## config.mk

```make
export PLATFORM = sky130hd
export DESIGN_NAME = ysyx_23060240_csr_ctrl
export DESIGN_NICKNAME = d
export VERILOG_FILES = /design/src/rtl/ysyx_23060240_csr_ctrl.sv
export SDC_FILE = /design/constraint.sdc
export NUM_CORES = 1
export LEC_CHECK = 0
export BUFFER_PORTS_ARGS = -buffer_cell sky130_fd_sc_hd__buf_2
export CAP_MARGIN = 0
export CORE_ASPECT_RATIO = 0.6
export CORE_MARGIN = 10
export CORE_UTILIZATION = 46
export DETAILED_ROUTE_END_ITERATION = 16
export GPL_ROUTABILITY_DRIVEN = 0
export PLACE_DENSITY = 0.76
export RECOVER_POWER = 25
export SLEW_MARGIN = 20
export SYNTH_ARGS = -nofsm -noshare
export SYNTH_HDL_FRONTEND = slang
export SYNTH_SLANG_ARGS = --single-unit
```

## constraint.sdc

```tcl
create_clock -name clk_i -period 2.4 [get_ports clk_i]
set_input_delay 0.36 -clock clk_i [delete_from_list [all_inputs] [get_ports clk_i]]
set_output_delay 0.36 -clock clk_i [all_outputs]
set_load 0.01 [all_outputs]
```

## src/rtl/ysyx_23060240_csr_ctrl.sv

```systemverilog
// Multi-cycle CSR access sequencer between the EXU and the CSR file.
// Turns one CSR/system instruction into a sequence of single-port CSR reads and writes.
module ysyx_23060240_csr_ctrl #(
  parameter int               XLEN         = 32,
  parameter logic [XLEN-1:0]  MCAUSE_ECALL = 32'hb,
  parameter logic [XLEN-1:0]  MSTATUS_TRAP = 32'h1800
) (
  input  logic            clk_i,
  input  logic            rst_ni,
  input  logic            req_valid_i,
  output logic            req_ready_o,
  input  logic [2:0]      req_op_i,
  input  logic [11:0]     req_csr_addr_i,
  input  logic [XLEN-1:0] req_src_i,
  input  logic [XLEN-1:0] req_pc_i,
  output logic            rsp_valid_o,
  input  logic            rsp_ready_i,
  output logic [XLEN-1:0] rsp_rdata_o,
  output logic            rsp_redirect_o,
  output logic [XLEN-1:0] rsp_target_o,
  output logic            rsp_illegal_o,
  output logic            r_csr_en_o,
  output logic [11:0]     r_csr_addr_o,
  input  logic [XLEN-1:0] r_csr_data_i,
  output logic            w_csr_en_o,
  output logic [11:0]     w_csr_addr_o,
  output logic [XLEN-1:0] w_csr_data_o
);

  localparam logic [2:0] OP_CSRRW = 3'b001;
  localparam logic [2:0] OP_CSRRS = 3'b010;
  localparam logic [2:0] OP_CSRRC = 3'b011;
  localparam logic [2:0] OP_ECALL = 3'b100;
  localparam logic [2:0] OP_MRET  = 3'b101;

  localparam logic [11:0] CSR_MSTATUS = 12'h300;
  localparam logic [11:0] CSR_MTVEC   = 12'h305;
  localparam logic [11:0] CSR_MEPC    = 12'h341;
  localparam logic [11:0] CSR_MCAUSE  = 12'h342;

  localparam logic [XLEN-1:0] VEC_MASK = {{(XLEN-2){1'b1}}, 2'b00};

  typedef enum logic [2:0] {
    S_IDLE, S_READ, S_WRITE, S_T_EPC, S_T_CAUSE, S_T_STAT, S_T_VEC, S_RESP
  } state_e;

  state_e            state_q, state_d;
  logic [2:0]        op_q, op_d;
  logic [11:0]       addr_q, addr_d;
  logic [XLEN-1:0]   src_q, src_d;
  logic [XLEN-1:0]   pc_q, pc_d;
  logic [XLEN-1:0]   old_q, old_d;
  logic [XLEN-1:0]   target_q, target_d;
  logic              redirect_q, redirect_d;
  logic              illegal_q, illegal_d;
  logic              is_csrr;

  assign is_csrr = (op_q == OP_CSRRW) || (op_q == OP_CSRRS) || (op_q == OP_CSRRC);

  always_comb begin
    state_d      = state_q;
    op_d         = op_q;
    addr_d       = addr_q;
    src_d        = src_q;
    pc_d         = pc_q;
    old_d        = old_q;
    target_d     = target_q;
    redirect_d   = redirect_q;
    illegal_d    = illegal_q;
    r_csr_en_o   = 1'b0;
    r_csr_addr_o = '0;
    w_csr_en_o   = 1'b0;
    w_csr_addr_o = '0;
    w_csr_data_o = '0;
    case (state_q)
      S_IDLE: begin
        if (req_valid_i) begin
          op_d       = req_op_i;
          addr_d     = req_csr_addr_i;
          src_d      = req_src_i;
          pc_d       = req_pc_i;
          old_d      = '0;
          target_d   = '0;
          redirect_d = 1'b0;
          illegal_d  = 1'b0;
          case (req_op_i)
            OP_CSRRW, OP_CSRRS, OP_CSRRC, OP_MRET: state_d = S_READ;
            OP_ECALL: state_d = S_T_EPC;
            default: begin
              illegal_d = 1'b1;
              state_d   = S_RESP;
            end
          endcase
        end
      end
      S_READ: begin
        r_csr_en_o   = 1'b1;
        r_csr_addr_o = (op_q == OP_MRET) ? CSR_MEPC : addr_q;
        old_d        = r_csr_data_i;
        if (op_q == OP_MRET) begin
          redirect_d = 1'b1;
          target_d   = r_csr_data_i;
          state_d    = S_RESP;
        end else if (op_q != OP_CSRRW && src_q == '0) begin
          // set/clear with a zero mask is a pure read: no write side effects
          state_d = S_RESP;
        end else begin
          state_d = S_WRITE;
        end
      end
      S_WRITE: begin
        w_csr_en_o   = 1'b1;
        w_csr_addr_o = addr_q;
        case (op_q)
          OP_CSRRS: w_csr_data_o = old_q | src_q;
          OP_CSRRC: w_csr_data_o = old_q & ~src_q;
          default:  w_csr_data_o = src_q;
        endcase
        state_d = S_RESP;
      end
      S_T_EPC: begin
        w_csr_en_o   = 1'b1;
        w_csr_addr_o = CSR_MEPC;
        w_csr_data_o = pc_q;
        state_d      = S_T_CAUSE;
      end
      S_T_CAUSE: begin
        w_csr_en_o   = 1'b1;
        w_csr_addr_o = CSR_MCAUSE;
        w_csr_data_o = MCAUSE_ECALL;
        state_d      = S_T_STAT;
      end
      S_T_STAT: begin
        w_csr_en_o   = 1'b1;
        w_csr_addr_o = CSR_MSTATUS;
        w_csr_data_o = MSTATUS_TRAP;
        state_d      = S_T_VEC;
      end
      S_T_VEC: begin
        // direct mode only: mode bits are dropped from the vector base
        r_csr_en_o   = 1'b1;
        r_csr_addr_o = CSR_MTVEC;
        target_d     = r_csr_data_i & VEC_MASK;
        redirect_d   = 1'b1;
        state_d      = S_RESP;
      end
      S_RESP: begin
        if (rsp_ready_i) state_d = S_IDLE;
      end
      default: state_d = S_IDLE;
    endcase
  end

  always_ff @(posedge clk_i or negedge rst_ni) begin
    if (!rst_ni) begin
      state_q    <= S_IDLE;
      op_q       <= '0;
      addr_q     <= '0;
      src_q      <= '0;
      pc_q       <= '0;
      old_q      <= '0;
      target_q   <= '0;
      redirect_q <= 1'b0;
      illegal_q  <= 1'b0;
    end else begin
      state_q    <= state_d;
      op_q       <= op_d;
      addr_q     <= addr_d;
      src_q      <= src_d;
      pc_q       <= pc_d;
      old_q      <= old_d;
      target_q   <= target_d;
      redirect_q <= redirect_d;
      illegal_q  <= illegal_d;
    end
  end

  assign req_ready_o    = (state_q == S_IDLE);
  assign rsp_valid_o    = (state_q == S_RESP);
  assign rsp_rdata_o    = (rsp_valid_o && is_csrr) ? old_q : '0;
  assign rsp_redirect_o = rsp_valid_o && redirect_q;
  assign rsp_target_o   = rsp_valid_o ? target_q : '0;
  assign rsp_illegal_o  = rsp_valid_o && illegal_q;

endmodule

```

Word level (Yosys, flattened, before mapping)

Index checks and enable logic that the tools add are counted.

Register bits after elaboration: 148
Latch bits: 0
Memory bits (writable): 0
Memory bits (read-only): 0
Input bits: 115
Output and inout bits: 126
Word-level logic and storage cells: 74
Memories kept: 0

Add/sub/neg operators: 0
$mul: 0
Div/mod/pow operators: 0
$lt $le $gt $ge: 0
Equal/unequal tests: 20
Shift operators: 0
Muxes and demuxes: 23
Bitwise operators: 3
Reduce and logical (&&, ||, !) cells: 19

Operators by type and width:

| cell                                                | number |
|---|---|
| 2-to-1 mux 32 bit                                   | 4 |
| one-hot mux 32 bit (2 select lines)                 | 2 |
| one-hot mux 32 bit (4 select lines)                 | 1 |
| one-hot mux 32 bit (3 select lines)                 | 1 |
| one-hot mux 12 bit (4 select lines)                 | 1 |
| bitwise AND 32 bit                                  | 1 |
| logical NOT 32 bit                                  | 1 |
| NOT 32 bit                                          | 1 |
| OR 32 bit                                           | 1 |
| one-hot mux 12 bit (2 select lines)                 | 1 |
| equality test 3 bit, second input constant          | 7 |
| one-hot mux 3 bit (7 select lines)                  | 1 |
| equality test 3 x 2 -> 1 bit, second input constant | 6 |
| 2-to-1 mux 12 bit                                   | 1 |
| 2-to-1 mux 3 bit                                    | 4 |
| equality test 3 x 1 -> 1 bit, second input constant | 3 |
| OR reduction 4 bit                                  | 2 |
| one-hot mux 3 bit (2 select lines)                  | 1 |
| AND reduction 2 bit                                 | 3 |
| 2-to-1 mux 1 bit                                    | 5 |
| OR reduction 5 bit                                  | 1 |
| logical AND 1 bit                                   | 4 |
| != test 2 bit, second input constant                | 2 |
| OR reduction 2 bit                                  | 2 |
| 8 further kinds                                     | 9 |

Longest topological paths before layout

Depth after elaboration: 5
Depth in mapped cells: 9
Depth with buffers taken out: 6

Worst setup path before layout

Ideal clock, no wire load.

Path kind: register to output
From: register state_q[2]
To: output w_csr_data_o[14]
Arrival time: 2.172 ns
Data required time: 2.040 ns
Slack: -0.132 ns
Stages on the path, launching flop included: 9
Path buffers: 3
Cell sequence: dfrtp_1 buf_2 inv_1 ha_1 buf_1 nand2_1 nor2_2 clkbuf_1 a22o_1

Cells in the longest elaborated chain, start to end: 2
Elaborated cells on any way between the ends: 5
Classes of those cells: eq/ne (4); mux (1)

RTL lines:

| item                                                                       | line | text |
|---|---|---|
| start: declaration                                                         | 47   | `state_e state_q, state_d;` |
| start signal: assignment                                                   | 166  | `state_q <= state_d;` |
| equality test 3 bit / equality test 3 x 2 -> 1 bit (equally long branches) | 75   | `case (state_q)` |
| one-hot mux 32 bit (4 select lines) (*)                                    | 75   |  |
| end: declaration                                                           | 27   | `output logic [XLEN-1:0] w_csr_data_o` |

Every way passes the cells marked *; elsewhere a longest branch is shown, timed or not.

Worst setup path after layout

From: register state_q[0]
To: output rsp_rdata_o[8]

Cells in the longest elaborated chain, start to end: 3

RTL lines:

| item                | line | text |
|---|---|---|
| equality test 3 bit | 179  | `assign rsp_valid_o = (state_q == S_RESP);` |
| logical AND 1 bit   | 180  | `assign rsp_rdata_o = (rsp_valid_o && is_csrr) ? old_q : '0;` |
| 2-to-1 mux 32 bit   | 180  |  |
| end: declaration    | 18   | `output logic [XLEN-1:0] rsp_rdata_o,` |

Every way passes these cells.

==> summary.md <==
| Metric | Value |
|---|---|
| # nets final | 1144 |
| Critical path startpoint category | flip-flop |
| Synth area leader | dfrtp_1 |
| Tot GR Track Use | 0.214 |
| Dpl hpwl | 17.9 mm |
| Clock Skews | 0.0104 ns |
| IO Pins | roughly 240 |
| Main synth FF type | dfrtp_1 |
| Worst path required time | 2.04 ns |
| Initial Util | 0.475 |
| Full die area | 21700 um2 |
| Post-synthesis cell type count | 35 |
| Final worst slack | -0.0385 ns |
| Failing checks | setup timing |
| Vias in the first global route | 6835 |
| Post-synth top cells | 196 x nand2_1, 148 x dfrtp_1, 92 x o21ai_0 |
| Top post-synthesis cells by area | dfrtp_1 50%, mux2_2 12%, nand2_1 10%, and2_1 6.9%, o21ai_0 6.2% |
| Reg2Reg Setup Slack | 0.16 ns |
| Worst-Skew Late Latency | 0.42 ns |
| Clock transition at the registers of the reported paths | roughly 0.070 ns |
| CP arrival | 2.08 ns |
| Switching share of power | 0.414 |
| Buffers on Ports | 240 |
| Async set-reset flop share out of synthesis | 1.00 |
| CTS HTree Levels | 4 |
| Initial antenna violation count | 0 |
| Overall via count from detail_route | 6738 |
| Post-Synth XOR/XNOR Area | 0 |
| DR DRC count | 0 |
| Simple-Gate Fraction of Synth Area | 0.209 |
| Min Tclk post-route | 2.44 ns |
| Status | complete, but fails checks |
| Static Leak | 4.84 nW |
| Layout area overhead | 34.6% |
| Flop pwr share | 0.363 |
| Worst Tran Pin Value | 1.14 ns |
| Crit path kind | flip-flop to output port |
| WHS | between 0.15 and 0.2 ns |
| Worst vdd ir | 646 uV |
| Unrepaired setup endpoints after global routing | yes |
| Die width | 184 um |
| Synth Instances | approximately 770 |
| Vias per cell | approximately 5.4 |
| Internal power | between 7 and 8 mW |
| Drt total wl | 25.7 mm |
| First-pass GRT wire length | 37.4 mm |
| Root Driver | clkbuf_16 |
| Clock share of power | 0.205 |
| Combinational share of power | 0.432 |
| Pins Over Slew Limit | 0 |
| Layout cells sized above 1 | 0.419 |
| CTS Buffer Depth | 2 |
| Chip Height | 118 um |
| Setup crit end kind | output port |
| Synth Area in Compound Gates | 0.129 |
| Main combinational cell family by area after synthesis | simple AND/OR/NAND/NOR gates |
| Sw Pwr | roughly 5 mW |
| Pwr per Cell Area | 1230 nW/um2 |
| CTS Sinks | 148 |
| Cell with the most instances after synthesis | nand2_1 |
| Register area share after synthesis | 0.501 |
| Average wire per standard cell | between 20 and 25 um |
| Worst-path fanout max | 8 |
| Fmax | 0.410 GHz |
| Slew HR | 0.243 |
| # setup viols final | 54 |
| Post-synthesis mux area share | 0.119 |
| Hold Fails Final Rpt | 0 |
| Synth top area share | 0.501 |
| Syn Area/Cell | 9.57 um2 |
| Fillers | 1290 |
| Worst Hold Class | primary input to flip-flop |
| Drt first pass iters | 5 |
| Fin util | 0.640 |
| Pin count of the biggest net entering global routing | 65 |
| GR Overflow Total | 0 |
| Yosys reg bits | 148 |
| Row cnt | 35 |
| DRT iter0 DRCs | 631 |
| Antenna-violating nets left | 0 |
| Synth Area in Adders | 0.00339 |
| Post-synthesis cell area | 7390 um2 |
| TritonCTS clock tree | done |
| Final Cycle Share | 1.02 |
| Syn Nets | 889 |
| Post-synth EDFFs | 0 |
| Total core area | 15500 um2 |
| Yosys warns | 0 |
| Max cap viols | 0 |
| CTS Buf Count | 17 |
[critical path: stages, from the launching register on]
cell and delay [ns]:
dfrtp_2 0.49, clkinvlp_4 0.21, nor3_4 0.16, nor3b_4 0.21, buf_6 0.15, buf_4 0.17
and2_1 0.14, buf_2 0.13
[registers in the layout (all words and copies together) (netlist names)]
register    count
src_q          32
old_q          32
pc_q           32
illegal_q       1
addr_q         12
target_q       32
state_q         3
op_q            3
redirect_q      1
[power groups by stage]
stage | combinational (mW) | clock, mW | sequential [mW]
after floorplan | 3.15 | 0 | 4.05
after global placement | 4.42 | 0 | 4.37
after detailed placement | 4.52 | 0 | 4.40
after CTS | 4.68 | 2.55 | 4.37
after global routing | 5.81 | 2.65 | 4.57
final | 5.30 | 2.52 | 4.44
[area by class of cell]
type | instances | area [um2] | area share
tap | 203 | 254 | 0.0255
clock inverter | 15 | 125 | 0.0126
multi-input combinational | 566 | 3610 | 0.363
timing repair buffer | 289 | 1800 | 0.181
antenna | 1 | 2.50 | 0.000252
sequential | 148 | 3710 | 0.373
inverter | 5 | 27.5 | 0.00277
clock buffer | 17 | 425 | 0.0428
[placed cells by master, fill, tap and decap left out, types with 3 or more instances in the layout]
master      synthesis  layout
nand2_1           196     192
and2_4              0      10
clkinv_4            0       4
buf_2              28     232
mux2_2             78      78
clkinv_2            0       3
clkinvlp_4          0       3
nor2b_1             5       3
nor2_1             16      15
buf_12              0       7
buf_4               6      28
nor3_1              6       6
o21ai_1             9      10
nor4_1              7       7
o21ai_0            92      91
inv_8               0       3
dfrtp_1           148     145
a2111oi_4           0       5
buf_6               0      14
dfrtp_2             0       3
and2_1             81      71
and3_1              5       5
a21oi_1            10      10
inv_6               0       3
o21a_1              4       3
o31a_1              5       5
clkbuf_16           0      20
a22o_1             27      27
a211oi_1            3       3
[through the flow]
step,TNS (ns),power [mW],cells,setup WS (ns),cell area (um2)
6_report,-0.930,12.3,1244,-0.0385,9950
5_1_grt,-4.26,13.0,1243,-0.107,9940
4_1_cts,-0.703,11.6,1224,-0.0932,9510
3_5_place_dp,-0.0362,8.92,1186,-0.0198,8860
3_3_place_gp,-0.0224,8.79,1186,-0.0224,8860
2_1_floorplan,0,7.19,772,0.0806,7390
[path summary, 6_finish.rpt]
kind                                               start                  endpoint  depth (start not counted)
worst max-delay path              state_q[0]$_DFFE_PN0P_            rsp_rdata_o[8]                          7
worst min-delay path                        req_pc_i[13]      pc_q[13]$_DFFE_PN0P_                          2
worst max register to register    state_q[2]$_DFFE_PN0P_     old_q[16]$_DFFE_PN0P_                          7
worst min register to register  target_q[24]$_DFFE_PN0P_  target_q[24]$_DFFE_PN0P_                          2
max in group asynchronous                         rst_ni  target_q[18]$_DFFE_PN0P_                          3
min in group asynchronous                         rst_ni      pc_q[30]$_DFFE_PN0P_                          2
[per-layer routing]
| metal | vias to the layer above | GRT usage | routed length (um) |
|---|---|---|---|
| met3 | 32 | 0.0847 | 3030 |
| met4 | 0 | 0.0474 | 295 |
| li1 | 3148 | - | - |
| met2 | 303 | 0.335 | 11400 |
| met5 | - | 0 | 0 |
| met1 | 3255 | 0.274 | 11000 |
[what timing repair did]
action	4_1_cts	5_1_grt
pin swaps	1	6
hold buffers	1	0
cloned	0	9
hold endpoints to repair	41	0
resized for setup	17	59
setup buffers	5	10
endpoints found under the setup margin	83	83
[logic make-up after synthesis]
logic type	count (synthesis)
adder cells (fa/ha/maj)	2
flip-flops	148
AND/OR/NAND/NOR	327
buffers and inverters	59
AO/OA/AOI/OAI	158
multiplexers	78
Note: power is estimated with default switching activity, not from simulation.
